`src/rtl/instruction_fetch_aligner.sv`:
```
// Re-slices 32-bit fetched words into 16/32-bit instructions with their PCs.
// Optional feature macro: ALIGNER_COMPRESSED_EN (undefined = 1-word pass-through).
module instruction_fetch_aligner #(
    parameter logic [31:0] RESET_PC = 32'h0000_0000
) (
    input  logic        clk,
    input  logic        rstN,
    input  logic [31:0] fetchWord,
    input  logic        fetchValid,
    output logic        fetchReady,
    input  logic        redirectValid,
    input  logic [31:0] redirectPc,
    output logic [31:0] instr,
    output logic [31:0] instrPc,
    output logic        instrValid,
    input  logic        instrReady
);

`ifdef ALIGNER_COMPRESSED_EN

    logic [47:0] buffer;
    logic [1:0]  count;
    logic        skipHalf;
    logic [31:0] pc;

    logic [15:0] half0;
    logic [15:0] half1;
    logic        isComp;
    logic        canEmit;
    logic        xfer;
    logic        accept;
    logic [1:0]  consumed;
    logic [1:0]  remaining;
    logic [47:0] shifted;
    logic [47:0] bufferNext;
    logic [1:0]  countNext;
    logic        unusedBits;

    assign unusedBits = redirectPc[0];

    assign half0   = buffer[15:0];
    assign half1   = buffer[31:16];
    assign isComp  = (half0[1:0] != 2'b11);
    // A 32-bit instruction with only its low half buffered waits for the next word.
    assign canEmit = isComp ? (count >= 2'd1) : (count >= 2'd2);

    assign instrValid = !redirectValid && canEmit;
    assign xfer       = instrValid && instrReady;
    assign consumed   = !xfer ? 2'd0 : (isComp ? 2'd1 : 2'd2);
    assign remaining  = count - consumed;
    assign fetchReady = !redirectValid && (remaining <= 2'd1);
    assign accept     = fetchValid && fetchReady;

    assign instr   = isComp ? {16'h0000, half0} : {half1, half0};
    assign instrPc = pc;

    always_comb begin
        unique case (consumed)
            2'd1:    shifted = {16'h0000, buffer[47:16]};
            2'd2:    shifted = {32'h0000_0000, buffer[47:32]};
            default: shifted = buffer;
        endcase
        bufferNext = shifted;
        countNext  = remaining;
        if (accept) begin
            if (skipHalf) begin
                if (remaining == 2'd0) bufferNext[15:0]  = fetchWord[31:16];
                else                   bufferNext[31:16] = fetchWord[31:16];
                countNext = remaining + 2'd1;
            end else begin
                if (remaining == 2'd0) bufferNext[31:0]  = fetchWord;
                else                   bufferNext[47:16] = fetchWord;
                countNext = remaining + 2'd2;
            end
        end
    end

    always_ff @(posedge clk or negedge rstN) begin
        if (!rstN) begin
            buffer   <= '0;
            count    <= 2'd0;
            skipHalf <= 1'b0;
            pc       <= {RESET_PC[31:1], 1'b0};
        end else if (redirectValid) begin
            count    <= 2'd0;
            skipHalf <= redirectPc[1];
            pc       <= {redirectPc[31:1], 1'b0};
        end else begin
            buffer <= bufferNext;
            count  <= countNext;
            if (accept) skipHalf <= 1'b0;
            if (xfer)   pc <= pc + (isComp ? 32'd2 : 32'd4);
        end
    end

`else

    logic [31:0] wordBuf;
    logic        full;
    logic [31:0] pc;
    logic        xfer;
    logic        accept;
    logic [1:0]  unusedBits;

    assign unusedBits = redirectPc[1:0];

    assign instrValid = !redirectValid && full;
    assign xfer       = instrValid && instrReady;
    assign fetchReady = !redirectValid && (!full || instrReady);
    assign accept     = fetchValid && fetchReady;

    assign instr   = wordBuf;
    assign instrPc = pc;

    always_ff @(posedge clk or negedge rstN) begin
        if (!rstN) begin
            wordBuf <= '0;
            full    <= 1'b0;
            pc      <= {RESET_PC[31:2], 2'b00};
        end else if (redirectValid) begin
            full <= 1'b0;
            pc   <= {redirectPc[31:2], 2'b00};
        end else begin
            if (accept) begin
                wordBuf <= fetchWord;
                full    <= 1'b1;
            end else if (xfer) begin
                full <= 1'b0;
            end
            if (xfer) pc <= pc + 32'd4;
        end
    end

`endif

endmodule

```
`config.mk`:
```
export PLATFORM = sky130hd
export DESIGN_NAME = instruction_fetch_aligner
export DESIGN_NICKNAME = d
export VERILOG_FILES = /design/src/rtl/instruction_fetch_aligner.sv
export SDC_FILE = /design/constraint.sdc
export NUM_CORES = 1
export LEC_CHECK = 0
export CAP_MARGIN = 25
export CORE_MARGIN = 10
export CORE_UTILIZATION = 42
export CTS_CLUSTER_DIAMETER = 50
export DETAILED_ROUTE_END_ITERATION = 10
export PLACE_DENSITY_LB_ADDON = 0.05
export SLEW_MARGIN = 20
export SYNTH_ARGS = -nofsm -noshare
export SYNTH_HDL_FRONTEND = slang
export SYNTH_SLANG_ARGS = --single-unit
```
`constraint.sdc`:
```
create_clock -name clk -period 3.1 [get_ports clk]
set_clock_uncertainty 0.1 [all_clocks]
set_input_delay 0.31 -clock clk [delete_from_list [all_inputs] [get_ports clk]]
set_output_delay 0.31 -clock clk [all_outputs]
set_load 0.01 [all_outputs]
```
**Word-level counts from Yosys, hierarchy flattened**

Index checks and enable logic that the tools add are counted.

- Mux-type cells: 5
- Bitwise gates (word level): 1
- Reduce and logical (&&, ||, !) cells: 10
- Add/sub/neg operators: 1

Operators by type and width:

| cell | count |
|---|---|
| 32-bit 2-to-1 mux | 2 |
| 32-bit by 3-bit adder with 32-bit output, second input constant | 1 |
| 1-bit logical AND | 4 |
| 1-bit 2-to-1 mux | 3 |
| 3-bit nonzero test | 1 |
| 1-bit zero test | 2 |
| 2-bit AND reduction | 1 |
| 2-bit nonzero test | 1 |
| 1-bit logical OR | 1 |
| 1-bit inverter | 1 |

- Output and inout port bits: 66
- Register bits: 65
- Input bits: 69
- Logic and storage cells: 20

**Longest topological paths before layout**

- Word-level depth: 6
- Mapped depth: 6

**Worst setup path after synthesis**

No wires, ideal clock.

- Path type: register to register
- Start point: register pc[2], in the netlist instrPc[2]
- End point: register pc[28], in the netlist instrPc[28]
- Required time: 2918 ps
- Period minus slack after synthesis: 2240 ps
- Arrival: 2058 ps
- Stages on the path, launching flop included: 7
- Buffers on the path: 1
- Setup slack: 860 ps
- Cell sequence: dfrtp_1 > ha_1 > nand3_1 > or4_1 > buf_2 > or4_1 > a31oi_1

- Cells in the longest elaborated chain, start to end: 3

Ends and longest elaborated chain:

| item | line | text |
|---|---|---|
| start: declaration | 100 | `logic [31:0] pc;` |
| start signal: assignment | 119 | `pc <= {RESET_PC[31:2], 2'b00};` |
| start signal: assignment | 122 | `pc <= {redirectPc[31:2], 2'b00};` |
| start signal: assignment | 130 | `if (xfer) pc <= pc + 32'd4;` |
| 32-bit by 3-bit adder with 32-bit output | 130 |  |
| 32-bit 2-to-1 mux | 130 |  |
| 32-bit 2-to-1 mux | 120 | `end else if (redirectValid) begin` |

Every way passes these cells. The select of a mux whose other input is x is not followed.
A chain may end at the register's enable or synchronous reset.

**Worst setup path in the final report**

- Start point: register pc[15], in the netlist instrPc[15]
- End point: register pc[27], in the netlist instrPc[27]

Same word-level chain as after synthesis.

==> insert_results.sql <==
INSERT INTO impl_metrics (metric_group, metric, value, unit) VALUES
('grt', 'grt_start_max_net_pins', '37', ''),
('placement', 'placed_cell_area', '0.00438', 'mm2'),
('final_layout', 'post_layout_nonfiller_instances', '508', ''),
('timing', 'final-setup-viol-count', '0', ''),
('cts', 'cts_buffers', '9', ''),
('placement', 'dpl.cell_count', '491', ''),
('setup_path', 'r2r-start', 'instrPc[15]$_DFFE_PN0P_', ''),
('pwr', 'p_leak', '1.75', 'nW'),
('synthesis', 'synth_async_sr_flop_share', '1.00', ''),
('route', 'drt_pre_antenna_iters', '5', ''),
('setup_path', 'cp.arrival', '2.57', 'ns'),
('grt', 'first_global_vias', '2733', ''),
('synthesis', 'yosysTopAreaCell', 'sky130_fd_sc_hd__dfrtp_1', ''),
('floorplan', 'start_util', '0.437', ''),
('timing', 'setup_repair_after_global_routing_missed_its_margin', 'no', ''),
('timing', 'post-route-period-util', '0.778', ''),
('setup_path', 'worst-r2r-cell-count', '4', ''),
('placement', 'dpl.hpwl', '6540', 'um'),
('cts', 'ctsResizeCount', '0', ''),
('synthesis', 'syn-instance-count', '279', ''),
('run_status', 'run_status', 'completed', ''),
('floorplan', 'chip_height', '105', 'um'),
('setup_path', 'worst_setup_start_kind', 'flop', ''),
('setup_path', 'maximum_fanout_encountered_on_the_critical_timing_path', '19', ''),
('run', 'drv.max_cap_violation_count', '0', ''),
('grt', 'gr-total-overflow', '0', ''),
('cts', 'postCtsHoldBufs', '1', ''),
('setup_path', 'cp.required', '3.25', 'ns'),
('setup_path', 'timing.rr.end', 'instrPc[27]$_DFFE_PN0P_', ''),
('placement', 'preCtsSetupSlack', '0.552', 'ns'),
('grt', 'grt_pass1_wl', '14400', 'um'),
('synthesis', 'ys_warns', '0', ''),
('setup_path', 'reg2reg_slack', '0.69', 'ns'),
('timing', 'max_slew_margin', '0.413', ''),
('placement', 'gp_congestion', '0.780', ''),
('final_layout', 'post_synthesis_to_final_layout_area_growth', '53.2', '%'),
('setup_path', 'cp-endpoint', 'instrPc[27]$_DFFE_PN0P_', ''),
('floorplan', 'floorplan.rows', '30', ''),
('cts', 'htreeDepth', '3', ''),
('setup_path', 'cp-end-kind', 'flop', ''),
('floorplan', 'design.core.area', '0.00687', 'mm2'),
('timing', 'achievable-frequency', '414', 'MHz'),
('final_layout', 'drive_above_1_share', '0.131', ''),
('setup_path', 'critPathKind', 'reg -> reg', ''),
('route', 'detail_route.drc_violations', '0', ''),
('cts', 'numClockSinks', '63', ''),
('route', 'overall_via_count_from_detail_route', '2663', ''),
('pwr', 'peakVddDrop', '0.280', 'mV'),
('cts', 'clock_latency', '0.33', 'ns'),
('setup_path', 'crit_path_start', 'instrPc[15]$_DFFE_PN0P_', ''),
('route', 'via_per_inst', '5.24', ''),
('synthesis', 'synth_seq_area_share', '0.526', ''),
('cts', 'cts.repair_timing.setup_buffer_count', '0', ''),
('route', 'drt-initial-drc-count', '85', ''),
('floorplan', 'die_width', '105', 'um'),
('final_layout', 'fillCellCount', '551', ''),
('route', 'drt_wl_total', '8740', 'um'),
('timing', 'final.setup.worst_slack', '0.687', 'ns'),
('placement', 'place.port_buffers', '130', ''),
('route', 'route.detailed.wl_per_inst', '17.2', 'um'),
('timing', 'slew_at_the_pin_closest_to_its_max_slew_limit', '0.880', 'ns'),
('synthesis', 'yosys.area.top_type_share', '0.526', ''),
('timing', 'layout_min_cycle_time', '2.41', 'ns'),
('final_layout', 'seq_area', '0.00158', 'mm2'),
('synthesis', 'netlist-cell-type-count', '28', ''),
('timing', 'slew_violations', '0', ''),
('synthesis', 'post_synthesis_average_cell_area', '10.7', 'um2'),
('floorplan', 'top_level_ports', '135', ''),
('grt', 'grt_antenna_before_repair', '0', ''),
('synthesis', 'mappedNetlistArea', '0.00300', 'mm2'),
('pwr', 'fin_total_pwr', '2.33', 'mW');
## area by class of cell
cell class	count	area share
tap	96	0.0261
inverter	5	0.00408
clock buffer	10	0.0299
multi-input combinational	193	0.289
clock inverter	6	0.0147
timing repair buffer	135	0.293
sequential	63	0.343
## worst min path at each step
stage,from,to,slack [ns],cells after the start
6_report,instr[17]$_DFFE_PN0P_,instr[17]$_DFFE_PN0P_,0.41,1
5_1_grt,instr[28]$_DFFE_PN0P_,instr[28]$_DFFE_PN0P_,0.42,1
4_1_cts,instr[6]$_DFFE_PN0P_,instr[6]$_DFFE_PN0P_,0.41,1
3_5_place_dp,rstN,instrPc[17]$_DFFE_PN0P_,0.29,1
3_3_place_gp,rstN,instrPc[17]$_DFFE_PN0P_,0.29,1
2_1_floorplan,rstN,full$_DFFE_PN0P_,-0.09,0
## cells in the mapped netlist (all sizes together) (3+ instances only)
master  instances
nand4           9
nor3            3
nor4            5
and4            4
clkbuf         12
dfrtp          63
mux2           32
inv             5
nand3          10
or4            18
nand2          25
o31ai          14
o21ai          14
buf             7
a31oi          15
xnor2          10
nor2           19
or3             3
## critical path: stages (launching register included)
cell and delay, ns:
sky130_fd_sc_hd__dfrtp_1 0.49, sky130_fd_sc_hd__and4_1 0.29, sky130_fd_sc_hd__nand4_1 0.57, sky130_fd_sc_hd__or4_1 0.70
sky130_fd_sc_hd__a31oi_1 0.17
## stage by stage
| step | hold WS [ns] | utilization |
|---|---|---|
| floorplan | -0.0856 | - |
| global placement | 0.287 | 0.638 |
| detailed placement | 0.288 | 0.638 |
| CTS | 0.412 | 0.669 |
| global route | 0.420 | 0.669 |
| finish | 0.408 | 0.669 |
## state kept, by name, indices dropped and copies added (netlist names)
signal / flops
full: 1
instrPc: 30
instr: 32
## power by group
group | leakage, nW | internal [mW] | switching, mW
Clock | 0.0989 | 0.396 | 0.341
Sequential | 0.739 | 0.929 | 0.0895
Combinational | 0.913 | 0.355 | 0.215
## placed cells by master (no fill, tap or decap)
| cell | instances |
|---|---|
| sky130_fd_sc_hd__mux2i_1 | 1 |
| sky130_fd_sc_hd__clkbuf_8 | 10 |
| sky130_fd_sc_hd__clkinv_2 | 1 |
| sky130_fd_sc_hd__dlygate4sd3_1 | 1 |
| sky130_fd_sc_hd__bufinv_16 | 1 |
| sky130_fd_sc_hd__nand2_1 | 25 |
| sky130_fd_sc_hd__clkdlybuf4s50_1 | 129 |
| sky130_fd_sc_hd__clkinv_4 | 1 |
| sky130_fd_sc_hd__inv_6 | 1 |
| sky130_fd_sc_hd__nor4_1 | 5 |
| sky130_fd_sc_hd__dfrtp_1 | 63 |
| sky130_fd_sc_hd__and4_1 | 4 |
| sky130_fd_sc_hd__conb_1 | 2 |
| sky130_fd_sc_hd__o211ai_1 | 2 |
| sky130_fd_sc_hd__nand4_4 | 1 |
| sky130_fd_sc_hd__buf_2 | 1 |
| sky130_fd_sc_hd__or3_1 | 3 |
| sky130_fd_sc_hd__ha_1 | 1 |
| sky130_fd_sc_hd__and2_1 | 2 |
| sky130_fd_sc_hd__nor2_1 | 19 |
| sky130_fd_sc_hd__xor2_1 | 2 |
| sky130_fd_sc_hd__or4_1 | 18 |
| sky130_fd_sc_hd__mux2_2 | 32 |
| sky130_fd_sc_hd__xnor2_1 | 10 |
| sky130_fd_sc_hd__o31ai_1 | 14 |
| sky130_fd_sc_hd__nor3_1 | 3 |
| sky130_fd_sc_hd__a31oi_1 | 15 |
| sky130_fd_sc_hd__nor2b_1 | 2 |
| sky130_fd_sc_hd__nand3_1 | 10 |
| sky130_fd_sc_hd__buf_4 | 3 |
| sky130_fd_sc_hd__inv_1 | 5 |
| sky130_fd_sc_hd__nand4_1 | 8 |
| sky130_fd_sc_hd__clkinvlp_4 | 2 |
| sky130_fd_sc_hd__o21ai_0 | 14 |
| sky130_fd_sc_hd__buf_12 | 1 |
## routing by layer
metal | routed length [um] | GRT usage
met5 | 0 | 0
met2 | 4190 | 0.252
met4 | 82 | 0.0477
met3 | 610 | 0.0496
met1 | 3870 | 0.202
## kinds of logic after synthesis
family                     after synthesis  share of synthesized area
buffers and inverters                   24                     0.0334
other                                    1                    0.00125
muxes                                   33                      0.123
adders and majority gates                1                    0.00417
AOI/OAI and AO/OA                       45                     0.0947
and+or+nand+nor                        100                      0.182
DFF                                     63                      0.526
xor gates and xnor gates                12                     0.0350
Power figures use the tool's default switching activity.
